`config.mk`:
```
export PLATFORM = sky130hd
export DESIGN_NAME = aud_recorder
export DESIGN_NICKNAME = d
export VERILOG_FILES = /design/src/rtl/aud_rec_pkg.sv /design/src/rtl/i2s_rx_shift.sv /design/src/rtl/aud_recorder.sv
export SDC_FILE = /design/constraint.sdc
export NUM_CORES = 1
export LEC_CHECK = 0
export BUFFER_PORTS_ARGS = -buffer_cell sky130_fd_sc_hd__buf_2
export CORE_UTILIZATION = 53
export CTS_CLUSTER_DIAMETER = 60
export DETAILED_ROUTE_END_ITERATION = 10
export PLACE_DENSITY = 0.77
export SLEW_MARGIN = 30
export SYNTH_ARGS = -nofsm -noshare
export SYNTH_HDL_FRONTEND = slang
export SYNTH_SLANG_ARGS = --single-unit
```
`constraint.sdc`:
```
create_clock -name i_bclk -period 8.2 [get_ports i_bclk]
set_input_delay 1.64 -clock i_bclk [delete_from_list [all_inputs] [get_ports i_bclk]]
set_output_delay 1.64 -clock i_bclk [all_outputs]
set_load 0.01 [all_outputs]
```
`src/rtl/aud_rec_pkg.sv`:
```
// Shared types and defaults for the audio capture path (WM8731 ADC -> SRAM).
package aud_rec_pkg;

  typedef enum logic [2:0] {
    IDLE,
    WAIT_LR,
    SHIFT,
    WRITE,
    PAUSED
  } state_t;

  localparam int ADDR_W_DEF = 20;
  localparam int DATA_W_DEF = 16;
  localparam int I2S_DELAY  = 1;

endpackage

```
`src/rtl/i2s_rx_shift.sv`:
```
// I2S receive front end: frame-edge detect, MSB-first shift register, sample_valid pulse.
// Define AUD_RECORDER_STEREO_AVG_EN to also capture the right channel and emit (L+R)>>>1.
module i2s_rx_shift
  import aud_rec_pkg::*;
#(
  parameter int DATA_W = DATA_W_DEF
) (
  input  logic              bclk,
  input  logic              daclrck,
  input  logic              adclrck,
  input  logic              adcdat,
  output logic              frame_start,
  output logic              sample_valid,
  output logic [DATA_W-1:0] sample
);

  localparam int CW = $clog2(DATA_W);

  logic              lrc_q;
  logic              l_active;
  logic [CW-1:0]     l_cnt;
  logic [DATA_W-1:0] l_shift;
  logic              l_last;
  logic              valid_reg;

  // The edge cycle itself is the one-bit I2S delay slot; bits follow on the next edges.
  assign frame_start = ~adclrck & lrc_q;
  assign l_last      = l_active && (l_cnt == CW'(DATA_W - 1));

  always_ff @(posedge bclk or posedge daclrck) begin
    if (daclrck) begin
      lrc_q    <= 1'b0;
      l_active <= 1'b0;
      l_cnt    <= '0;
      l_shift  <= '0;
    end else begin
      lrc_q <= adclrck;
      if (frame_start) begin
        l_active <= 1'b1;
        l_cnt    <= '0;
      end else if (l_active) begin
        l_shift <= {l_shift[DATA_W-2:0], adcdat};
        l_cnt   <= l_cnt + 1'b1;
        if (l_last) l_active <= 1'b0;
      end
    end
  end

`ifdef AUD_RECORDER_STEREO_AVG_EN
  logic                r_active;
  logic [CW-1:0]       r_cnt;
  logic [DATA_W-1:0]   r_shift;
  logic                r_last;
  logic                r_start;
  logic signed [DATA_W:0] sum;

  assign r_start = adclrck & ~lrc_q;
  assign r_last  = r_active && (r_cnt == CW'(DATA_W - 1));

  always_ff @(posedge bclk or posedge daclrck) begin
    if (daclrck) begin
      r_active <= 1'b0;
      r_cnt    <= '0;
      r_shift  <= '0;
    end else if (r_start) begin
      r_active <= 1'b1;
      r_cnt    <= '0;
    end else if (r_active) begin
      r_shift <= {r_shift[DATA_W-2:0], adcdat};
      r_cnt   <= r_cnt + 1'b1;
      if (r_last) r_active <= 1'b0;
    end
  end

  // Sign-extended 17-bit sum cannot overflow; dropping the LSB is the arithmetic halving.
  assign sum    = $signed({l_shift[DATA_W-1], l_shift}) + $signed({r_shift[DATA_W-1], r_shift});
  assign sample = sum[DATA_W:1];

  always_ff @(posedge bclk or posedge daclrck) begin
    if (daclrck) valid_reg <= 1'b0;
    else         valid_reg <= r_last;
  end
`else
  assign sample = l_shift;

  always_ff @(posedge bclk or posedge daclrck) begin
    if (daclrck) valid_reg <= 1'b0;
    else         valid_reg <= l_last;
  end
`endif

  assign sample_valid = valid_reg;

endmodule

```
`src/rtl/aud_recorder.sv`:
```
// Capture FSM: records ADC samples to consecutive SRAM addresses with start/pause/stop control.
// Stereo averaging is selected by AUD_RECORDER_STEREO_AVG_EN inside i2s_rx_shift.
module aud_recorder
  import aud_rec_pkg::*;
#(
  parameter int ADDR_W = ADDR_W_DEF,
  parameter int DATA_W = DATA_W_DEF
) (
  input  logic              i_bclk,
  input  logic              daclrck,
  input  logic              i_adclrck,
  input  logic              i_adcdat,
  input  logic              i_start,
  input  logic              i_pause,
  input  logic              i_stop,
  output logic [ADDR_W-1:0] o_address,
  output logic [DATA_W-1:0] o_data,
  output logic              o_we,
  output logic [ADDR_W:0]   o_len,
  output logic              o_busy,
  output logic              o_full
);

  state_t            state_reg, state_next;
  logic              pend_reg, pend_next;
  logic [ADDR_W:0]   len_reg;
  logic              frame_start;
  logic              sample_valid;
  logic [DATA_W-1:0] sample;
  logic              load_write;
  logic              commit;
  logic              clear;
  logic              last;

  i2s_rx_shift #(.DATA_W(DATA_W)) u_rx (
    .bclk         (i_bclk),
    .daclrck      (daclrck),
    .adclrck      (i_adclrck),
    .adcdat       (i_adcdat),
    .frame_start  (frame_start),
    .sample_valid (sample_valid),
    .sample       (sample)
  );

  // The sample count doubles as the next write address.
  assign last   = &len_reg[ADDR_W-1:0];
  assign o_len  = len_reg;
  assign o_busy = (state_reg == WAIT_LR) || (state_reg == SHIFT) || (state_reg == WRITE);

  always_ff @(posedge i_bclk or posedge daclrck) begin
    if (daclrck) state_reg <= IDLE;
    else         state_reg <= state_next;
  end

  always_comb begin
    state_next = state_reg;
    pend_next  = pend_reg;
    load_write = 1'b0;
    commit     = 1'b0;
    clear      = 1'b0;
    case (state_reg)
      IDLE: begin
        if (!i_stop && i_start) begin
          clear      = 1'b1;
          state_next = WAIT_LR;
        end
      end
      WAIT_LR: begin
        if (i_stop)           state_next = IDLE;
        else if (i_pause)     state_next = PAUSED;
        else if (frame_start) state_next = SHIFT;
      end
      SHIFT: begin
        if (i_stop) begin
          state_next = IDLE;
        end else begin
          if (i_pause) pend_next = 1'b1;
          if (sample_valid) begin
            load_write = 1'b1;
            state_next = WRITE;
          end
        end
      end
      WRITE: begin
        commit = 1'b1;
        if (last || i_stop)          state_next = IDLE;
        else if (pend_reg || i_pause) state_next = PAUSED;
        else                          state_next = WAIT_LR;
      end
      PAUSED: begin
        if (i_stop)                   state_next = IDLE;
        else if (!i_pause && i_start) state_next = WAIT_LR;
      end
      default: state_next = IDLE;
    endcase
    if (state_next == IDLE || state_next == WAIT_LR || state_next == PAUSED) pend_next = 1'b0;
  end

  always_ff @(posedge i_bclk or posedge daclrck) begin
    if (daclrck) begin
      pend_reg  <= 1'b0;
      len_reg   <= '0;
      o_address <= '0;
      o_data    <= '0;
      o_we      <= 1'b0;
      o_full    <= 1'b0;
    end else begin
      pend_reg <= pend_next;
      o_we     <= load_write;
      if (load_write) begin
        o_address <= len_reg[ADDR_W-1:0];
        o_data    <= sample;
      end
      if (clear) begin
        len_reg <= '0;
        o_full  <= 1'b0;
      end else if (commit) begin
        len_reg <= len_reg + 1'b1;
        if (last) o_full <= 1'b1;
      end
    end
  end

endmodule

```
==> impl_metrics.env, run 1 <==
export IMPL_ys_async_sr_fraction_pct=100
export IMPL_drt_iter0_markers=107
export IMPL_avgSynthCellArea_um2=13.0
export IMPL_grt_max_degree=87
export IMPL_drc=7
export IMPL_status="finished with violations"
export IMPL_layout_worst_path_cycle_share_pct=36.7
export IMPL_numClockSinks=86
export IMPL_r2r_start="state_reg[2]"
export IMPL_slew_headroom_pct=37.3
export IMPL_timing_rr_end="o_data[12]"
export IMPL_irDropWorstVdd_uv=133
export IMPL_rows=29
export IMPL_die_h_um=84.9
export IMPL_clockBufferDepth=2
export IMPL_largest_reg_flops=21
export IMPL_filler_cell_count=484
export IMPL_fin_tns_setup_ns=0
export IMPL_grt_total_usage_pct=20.2
export IMPL_seq_area_um2=2150
export IMPL_fin_nets=356
export IMPL_design_area_um2=4260
export IMPL_holdBufCountCts=0
export IMPL_clkLatencyLatePin_ns=0.35
export IMPL_ys_flop_type="dfrtp_1"
export IMPL_rrSetupSlack_ns=6.08
export IMPL_mostFrequentLayoutCell="dfrtp_1"
export IMPL_cts_tree="yes"
export IMPL_tightest_slew_ns=0.937
export IMPL_path_max_fanout=16
export IMPL_root_buffer="clkbuf_8"
export IMPL_clock_fmax_mhz=333
export IMPL_synthDistinctLibCells=44
export IMPL_cp_data_required_time_ns=8.43
export IMPL_grt_ovfl_total=0
export IMPL_path_class="input pin to flop"
export IMPL_htreeDepth=3
export IMPL_synthXorXnorAreaFrac_pct=3.12
export IMPL_clkTransAtPathRegs_ns=0.08
export IMPL_min_from="u_rx.sample[15]"
export IMPL_synth_adder_area_share_pct=0.686
export IMPL_place_inst=413
export IMPL_multi_input_area_um2=1400
export IMPL_syn_to_final_growth_pct=16.7
export IMPL_finalSetupViolCount=0
export IMPL_holdPathStages=1
export IMPL_vias_per_cell=5.47
export IMPL_final_min_clock_period_ns=3.01
export IMPL_fin_ws_ns=5.19
export IMPL_hold_viol=0
export IMPL_synth_fp_nets=290
export IMPL_pin_count=67
export IMPL_synth_edf_count=0
export IMPL_preCtsSetupSlack_ns=4.78
export IMPL_drt_wl_total_mm=6.55
export IMPL_grt_pass1_vias=2331
export IMPL_vias=2345
export IMPL_cts_resized=0
export IMPL_antenna_found_initial=0
export IMPL_die_w_um=84.9
export IMPL_place_gp_congestion=0.787
export IMPL_port_buffers=66
export IMPL_ant_nets=0
export IMPL_place_area_um2=4010
export IMPL_initial_utilization_pct=56.1
export IMPL_drive_gt1_share_pct=35.5
export IMPL_drt_pass1_iter_count=8
export IMPL_min_to="o_data[15]"
export IMPL_arrival_ns=3.24
export IMPL_postCtsSetupBuffers=0
export IMPL_rr_worst_depth=4
export IMPL_netlist_area_um2=3650
export IMPL_numCtsBuffers=9
export IMPL_p_leak_uw=0.00225
export IMPL_antennaDiodeCount=0
export IMPL_final_cell_mix="dfrtp_1 (86), buf_2 (66), mux2_2 (34)"
export IMPL_yosys_area_share_simple_pct=12.8
export IMPL_dp_hpwl_mm=4.24
export IMPL_rsz0062_at_grt="false"
export IMPL_cp_end_kind="flop"
export IMPL_core_area_um2=6490
export IMPL_synth_compound_area_share_pct=4.80
export IMPL_violations="design-rule violations"
export IMPL_synth_mux_area_share_pct=16.9
export IMPL_synth_seq_cells=86
export IMPL_die_area_um2=7210
export IMPL_power_density_nw_per_um2=220
export IMPL_post_drt_wl_per_cell_um=15.3
export IMPL_synthCells=281
export IMPL_stdcell_count=429
export IMPL_cap_violations=0
export IMPL_ys_warn_count=0
export IMPL_start_kind="input pin"
export IMPL_grt_pass1_wl_mm=11.4
export IMPL_synth_top_family_by_area="multiplexers"
export IMPL_hp_class="flop to flop"
export IMPL_skew_ns=0.00625
export IMPL_slew_violations=0
export IMPL_ys_seq_area_share_pct=59.0
metal layers:
metal  global-route usage (%)  routed length (um)  up-vias
met4                     6.93                  54        0
met2                     32.7                3220       61
met3                     5.06                 292        5
met1                     26.8                2990     1149
met5                        0                   0        -
li1                         -                   -     1130
worst max-delay path, cell delays in order:
cell and delay, ns:
buf_2 0.10, nor2b_1 0.42, nand2b_1 0.66, mux2_2 0.41
cell usage after synthesis, types with 5 or more instances:
library cell	n	area [um2]
dfrtp_1	86	2150
mux2_2	34	383
nor2_1	20	75.1
mux2_1	18	203
nand2_1	16	60.1
nand3_1	8	40.0
a21oi_1	7	35.0
nand4_1	7	43.8
xor2_1	7	61.3
o21ai_0	6	30.0
xnor2_1	6	52.6
buf_2	5	25.0
inv_1	5	18.8
cell type report:
class | count | share of cell area [%]
repair buffers | 67 | 8.03
clock inverters | 7 | 2.85
well taps | 77 | 2.26
multi-input cells | 178 | 32.9
flip-flops and latches | 86 | 50.6
clock buffers | 9 | 2.91
inverters | 5 | 0.470
cells by family after synthesis:
logic type,Yosys count
compound gates,27
xor+xnor,13
fa+ha+maj,2
buf+inv,17
flops,86
mux,55
simple gates,81
report_power, final:
part / switching [uW] / total, uW / internal, uW / leakage [uW]
combinational: 35.5 / 79.7 / 44.3 / 0.000971
clock: 149 / 352 / 204 / 0.000124
sequential: 34.2 / 502 / 468 / 0.00115
how the worst max path moves through the flow:
stage	start	to	slack, ns	depth (start not counted)
global route	i_adclrck	u_rx.sample[9]	5.08	4
CTS	i_adclrck	u_rx.sample[9]	5.16	4
global placement	i_stop	o_address[0]	4.84	5
detailed placement	i_adclrck	u_rx.sample[9]	4.78	4
finish	i_adclrck	u_rx.sample[9]	5.19	4
floorplan	daclrck	o_address[0]	4.34	1
metrics by stage:
stage	utilization, %	hold slack (ns)	power (uW)
detailed placement	61.7	0.470	592
floorplan	-	0.452	568
CTS	65.5	0.489	944
finish	65.5	0.486	935
global placement	61.7	0.469	586
global route	65.5	0.513	981
Power figures use the tool's default switching activity.
==> run 2, diff against run 1 <==
--- a/config.mk
+++ b/config.mk
@@ -5,11 +5,12 @@
 export SDC_FILE = /design/constraint.sdc
 export NUM_CORES = 1
 export LEC_CHECK = 0
+export ABC_AREA = 1
 export BUFFER_PORTS_ARGS = -buffer_cell sky130_fd_sc_hd__buf_2
 export CORE_UTILIZATION = 53
 export CTS_CLUSTER_DIAMETER = 60
 export DETAILED_ROUTE_END_ITERATION = 10
-export PLACE_DENSITY = 0.77
+export PLACE_DENSITY = 0.76
 export SLEW_MARGIN = 30
 export SYNTH_ARGS = -nofsm -noshare
 export SYNTH_HDL_FRONTEND = slang
==> constraint.sdc (replaced) <==
create_clock -name i_bclk -period 3.15 [get_ports i_bclk]
set_input_delay 0.63 -clock i_bclk [delete_from_list [all_inputs] [get_ports i_bclk]]
set_output_delay 0.63 -clock i_bclk [all_outputs]
set_load 0.01 [all_outputs]
==> impl_metrics.env, run 2 <==
export IMPL_drc=0
export IMPL_postCtsSetupBuffers=0
export IMPL_largest_reg_flops=21
export IMPL_place_area_um2=4290
export IMPL_path_class="flop to flop"
export IMPL_antenna_found_initial=0
export IMPL_yosys_area_top_type="dfrtp_1"
export IMPL_ys_flop_type="dfrtp_1"
export IMPL_ys_warn_count=0
export IMPL_clock_fmax_mhz=487
export IMPL_holdBufCountCts=0
export IMPL_ys_seq_area_share_pct=55.3
export IMPL_place_gp_congestion=0.834
export IMPL_switching_share_pct=27.3
export IMPL_clkLatencyLatePin_ns=0.36
export IMPL_mostFrequentLayoutCell="nand2_1"
export IMPL_root_buffer="clkbuf_8"
export IMPL_fin_ws_ns=1.10
export IMPL_drt_wl_total_mm=8.26
export IMPL_yosys_top_cells_area="dfrtp_1 (55%), nand2_1 (11%), o21ai_0 (5.8%), inv_1 (5.2%), nor2_1 (3.5%)"
export IMPL_place_inst=600
export IMPL_tightest_slew_ns=0.827
export IMPL_layout_worst_path_cycle_share_pct=65.2
export IMPL_grt_ovfl_total=0
export IMPL_power_density_nw_per_um2=531
export IMPL_multi_input_area_um2=1460
export IMPL_grt_pass1_wl_mm=13.8
export IMPL_rsz0062_at_grt="false"
export IMPL_design_area_um2=4520
export IMPL_dp_hpwl_mm=5.82
export IMPL_fin_nets=524
export IMPL_skew_ns=0.00981
export IMPL_stdcell_count=616
export IMPL_clockBufferDepth=2
export IMPL_yosys_area_top_type_share_pct=55.3
export IMPL_slew_headroom_pct=44.7
export IMPL_die_area_um2=7690
export IMPL_synthDistinctLibCells=34
export IMPL_p_clk_share_pct=36.5
export IMPL_netlist_area_um2=3890
export IMPL_avgSynthCellArea_um2=8.71
export IMPL_status="finished, final reports clean"
export IMPL_synth_most_common_cell="nand2_1"
export IMPL_final_min_clock_period_ns=2.05
export IMPL_ys_async_sr_fraction_pct=100
export IMPL_htreeDepth=3
export IMPL_drive_gt1_share_pct=21.2
export IMPL_netlist_top_cells_count="nand2_1 (114), dfrtp_1 (86), inv_1 (54)"
export IMPL_die_h_um=87.7
export IMPL_vias_per_cell=5.23
export IMPL_cts_tree="yes"
export IMPL_grt_total_usage_pct=23.2
export IMPL_hold_viol=0
export IMPL_p_leak_uw=0.00229
export IMPL_antennaDiodeCount=0
export IMPL_vias=3221
export IMPL_pin_count=67
export IMPL_die_w_um=87.7
export IMPL_drt_pass1_iter_count=5
export IMPL_initial_utilization_pct=56.0
export IMPL_power_frac_seq_pct=53.3
export IMPL_cts_resized=0
export IMPL_grt_pass1_vias=2986
export IMPL_seq_area_um2=2150
export IMPL_filler_cell_count=610
export IMPL_hp_class="input pin to async pin"
export IMPL_fin_tns_setup_ns=0
export IMPL_arrival_ns=2.28
export IMPL_clkTransAtPathRegs_ns=0.09
export IMPL_finalSetupViolCount=0
export IMPL_synth_seq_cells=86
export IMPL_port_buffers=66
export IMPL_rows=30
export IMPL_slew_violations=0
export IMPL_preCtsSetupSlack_ns=0.981
export IMPL_syn_to_final_growth_pct=16.2
export IMPL_internal_power_uw=1740
export IMPL_cap_violations=0
export IMPL_post_drt_wl_per_cell_um=13.4
export IMPL_drt_iter0_markers=188
export IMPL_combinationalPowerShare_pct=10.2
export IMPL_power_switching_uw=655
export IMPL_synthCells=447
export IMPL_irDropWorstVdd_uv=358
export IMPL_synth_edf_count=0
export IMPL_synth_fp_nets=456
export IMPL_cp_data_required_time_ns=3.38
export IMPL_ant_nets=0
export IMPL_numCtsBuffers=9
export IMPL_path_max_fanout=64
export IMPL_core_area_um2=6940
export IMPL_numClockSinks=86
export IMPL_hold_ws_ns=0.377
export IMPL_cp_end_kind="flop"
export IMPL_final_cell_mix="nand2_1 (114), dfrtp_1 (86), buf_2 (66)"
export IMPL_grt_max_degree=65
export IMPL_start_kind="flop"
-- run 2: power by group through the flow --
stage / Sequential (uW) / Clock (uW) / Combinational (uW)
after global placement: 1290 / 0 / 232
after global routing: 1290 / 924 / 288
after detailed placement: 1300 / 0 / 247
after floorplan: 1280 / 0 / 190
final: 1280 / 875 / 246
after CTS: 1280 / 890 / 250
-- run 2: final timing paths --
kind	to	cells after the start	slack, ns	start
min in group i_bclk	u_rx.lrc_q	1	0.39	i_adclrck
max	state_reg[0]	6	1.10	state_reg[0]
min	o_address[11]	2	0.38	daclrck
max in group asynchronous	u_rx.sample[3]	3	1.92	daclrck
max reg2reg	state_reg[0]	6	1.10	state_reg[0]
min reg2reg	o_data[15]	2	0.48	u_rx.sample[15]
-- run 2: critical path, stage by stage (launching register included) --
cell,delay [ns]
dfrtp_1,0.54
nor2_1,0.13
nand3_2,0.13
buf_4,0.48
inv_1,0.25
nor3_1,0.28
nand3_1,0.11
-- run 2: kinds of logic (layout without fill, tap and decap cells) --
group,Yosys count,count (layout),share of synthesized area [%]
AOI/OAI and AO/OA,81,81,10.8
DFF,86,86,55.3
and+or+nand+nor,210,210,25.9
adders and majority gates,2,2,0.643
buffers and inverters,68,141,7.30
-- run 2: layout make-up --
type | count | area share (%)
Clock buffer | 9 | 2.74
Clock inverter | 7 | 2.32
Inverter | 56 | 4.68
Multi-Input combinational cell | 293 | 32.2
Sequential cell | 86 | 47.6
Tap cell | 96 | 2.66
Timing Repair Buffer | 69 | 7.81
-- run 2: stage by stage --
step | utilization [%] | total power, uW
2_1_floorplan | - | 1470
3_3_place_gp | 61.8 | 1530
3_5_place_dp | 61.8 | 1540
4_1_cts | 65.1 | 2420
5_1_grt | 65.1 | 2500
6_report | 65.1 | 2400
-- run 2: per-layer routing --
metal | part of all wire (%) | GRT usage (%)
met5 | 0 | 0
met4 | 1.6 | 8.49
met3 | 5.0 | 3.11
met2 | 46 | 37.1
met1 | 47 | 32.6
==> run 3, diff against run 2 <==
--- a/config.mk
+++ b/config.mk
@@ -5,12 +5,12 @@
 export SDC_FILE = /design/constraint.sdc
 export NUM_CORES = 1
 export LEC_CHECK = 0
-export ABC_AREA = 1
+export ABC_AREA = 0
 export BUFFER_PORTS_ARGS = -buffer_cell sky130_fd_sc_hd__buf_2
 export CORE_UTILIZATION = 53
 export CTS_CLUSTER_DIAMETER = 60
 export DETAILED_ROUTE_END_ITERATION = 10
-export PLACE_DENSITY = 0.76
+export PLACE_DENSITY = 0.77
 export SLEW_MARGIN = 30
 export SYNTH_ARGS = -nofsm -noshare
 export SYNTH_HDL_FRONTEND = slang
==> constraint.sdc (replaced) <==
create_clock -name i_bclk -period 2.08 [get_ports i_bclk]
set_input_delay 0.416 -clock i_bclk [delete_from_list [all_inputs] [get_ports i_bclk]]
set_output_delay 0.416 -clock i_bclk [all_outputs]
set_load 0.01 [all_outputs]
==> impl_metrics.env, run 3 (synthesis gave the netlist of run 1 again) <==
export IMPL_status="finished with violations"
export IMPL_violations="design-rule violations"
export IMPL_largest_reg_flops=21
export IMPL_preCtsSetupSlack_ns=0.298
export IMPL_syn_to_final_growth_pct=16.9
export IMPL_grt_total_usage_pct=20.1
export IMPL_grt_max_degree=52
export IMPL_clkLatencyLatePin_ns=0.37
export IMPL_holdBufCountCts=0
export IMPL_start_kind="flop"
export IMPL_power_density_nw_per_um2=822
export IMPL_dp_hpwl_mm=4.44
export IMPL_die_w_um=84.9
export IMPL_drt_pass1_iter_count=7
export IMPL_hp_class="input pin to async pin"
export IMPL_arrival_ns=2.09
export IMPL_rrSetupSlack_ns=0.28
export IMPL_slew_headroom_pct=58.9
export IMPL_r2r_start="state_reg[2]"
export IMPL_timing_rr_end="o_len[19]"
export IMPL_place_gp_congestion=0.791
export IMPL_grt_ovfl_total=0
export IMPL_final_min_clock_period_ns=1.80
export IMPL_cts_tree="yes"
export IMPL_core_area_um2=6490
export IMPL_cp_startpoint="state_reg[2]"
export IMPL_grt_pass1_wl_mm=11.2
export IMPL_fin_ws_ns=0.278
export IMPL_place_inst=418
export IMPL_clock_fmax_mhz=555
export IMPL_stdcell_count=434
export IMPL_post_drt_wl_per_cell_um=15.0
export IMPL_clockBufferDepth=2
export IMPL_vias_per_cell=5.60
export IMPL_final_cell_mix="dfrtp_1 (86), buf_2 (66), mux2_2 (34)"
export IMPL_htreeDepth=3
export IMPL_vias=2432
export IMPL_root_buffer="clkbuf_8"
export IMPL_rows=29
export IMPL_drc=6
export IMPL_pin_count=67
export IMPL_numCtsBuffers=9
export IMPL_skew_ns=0.00916
export IMPL_drt_wl_total_mm=6.49
export IMPL_drive_gt1_share_pct=36.4
export IMPL_grt_pass1_vias=2341
export IMPL_fin_nets=361
export IMPL_fin_tns_setup_ns=0
export IMPL_mostFrequentLayoutCell="dfrtp_1"
export IMPL_die_area_um2=7210
export IMPL_rr_worst_depth=4
export IMPL_crit_path_end="o_len[19]"
export IMPL_hold_viol=0
export IMPL_tightest_slew_ns=0.616
export IMPL_path_max_fanout=9
export IMPL_path_class="flop to flop"
export IMPL_clkTransAtPathRegs_ns=0.09
export IMPL_p_leak_uw=0.00225
export IMPL_cp_data_required_time_ns=2.37
export IMPL_port_buffers=66
export IMPL_ant_nets=0
export IMPL_finalSetupViolCount=0
export IMPL_layout_worst_path_cycle_share_pct=86.6
export IMPL_antennaDiodeCount=0
export IMPL_antenna_found_initial=0
export IMPL_cap_violations=0
export IMPL_slew_violations=0
export IMPL_initial_utilization_pct=56.1
export IMPL_drt_iter0_markers=82
export IMPL_die_h_um=84.9
export IMPL_cp_end_kind="flop"
export IMPL_numClockSinks=86
export IMPL_rsz0062_at_grt="false"
export IMPL_irDropWorstVdd_uv=576
[run 3: changes by cell type in the layout (fill, tap and decap cells not counted), sizes merged, moves of 12 or more]
cell,previous run,this run
nand2,121,16
o21ai,59,6
mux2,0,52
inv,57,7
nor2,42,20
nor3,16,3
nand3,21,9
[run 3: worst min-delay path by stage]
stage               endpoint  slack, ns
3_5_place_dp      o_data[11]       0.48
5_1_grt           u_rx.lrc_q       0.17
2_1_floorplan     u_rx.lrc_q       0.45
4_1_cts           u_rx.lrc_q       0.15
3_3_place_gp    o_address[4]       0.47
6_report       u_rx.l_cnt[1]       0.16
[run 3: what timing repair did]
action | 4_1_cts | 5_1_grt
endpoints found under the setup margin | 0 | 1
setup buffers | 0 | 0
resized for setup | 0 | 1
[run 3: report_power, final]
| part | switching, uW | internal [uW] | total (uW) |
|---|---|---|---|
| clock | 639 | 569 | 1210 |
| combinational | 138 | 181 | 319 |
| sequential | 131 | 1850 | 1980 |
| total | 908 | 2600 | 3500 |
[run 3: per-stage QoR]
stage,total power [uW],hold slack [ns],instance area (um2),util [%]
6_report,3500,0.156,4260,65.6
5_1_grt,3670,0.167,4260,65.6
4_1_cts,3540,0.150,4260,65.6
3_5_place_dp,2330,0.480,4060,62.5
3_3_place_gp,2320,0.469,4060,62.5
2_1_floorplan,2240,0.447,3650,-
[run 3: layout make-up]
cell class	count	area, um2
clock buffer	9	124
clock inverter	7	80.1
fill	504	2230
inverter	5	22.5
multi-input combinational	178	1400
sequential	86	2150
tap	77	96.3
timing repair buffer	72	388
[run 3: routing by layer]
metal / track usage [%] / part of all wire (%) / routed length, um
met1: 25.8 / 44 / 2830
met2: 32.1 / 49 / 3160
met3: 4.96 / 5.3 / 346
met4: 10.0 / 2.2 / 144
met5: 0 / 0 / 0
[run 3: worst max-delay path, stage by stage (launching register included)]
cell      delay, ns
dfrtp_1        0.47
nand3b_4       0.23
or3_4          0.44
or4_1          0.41
a21oi_1        0.17
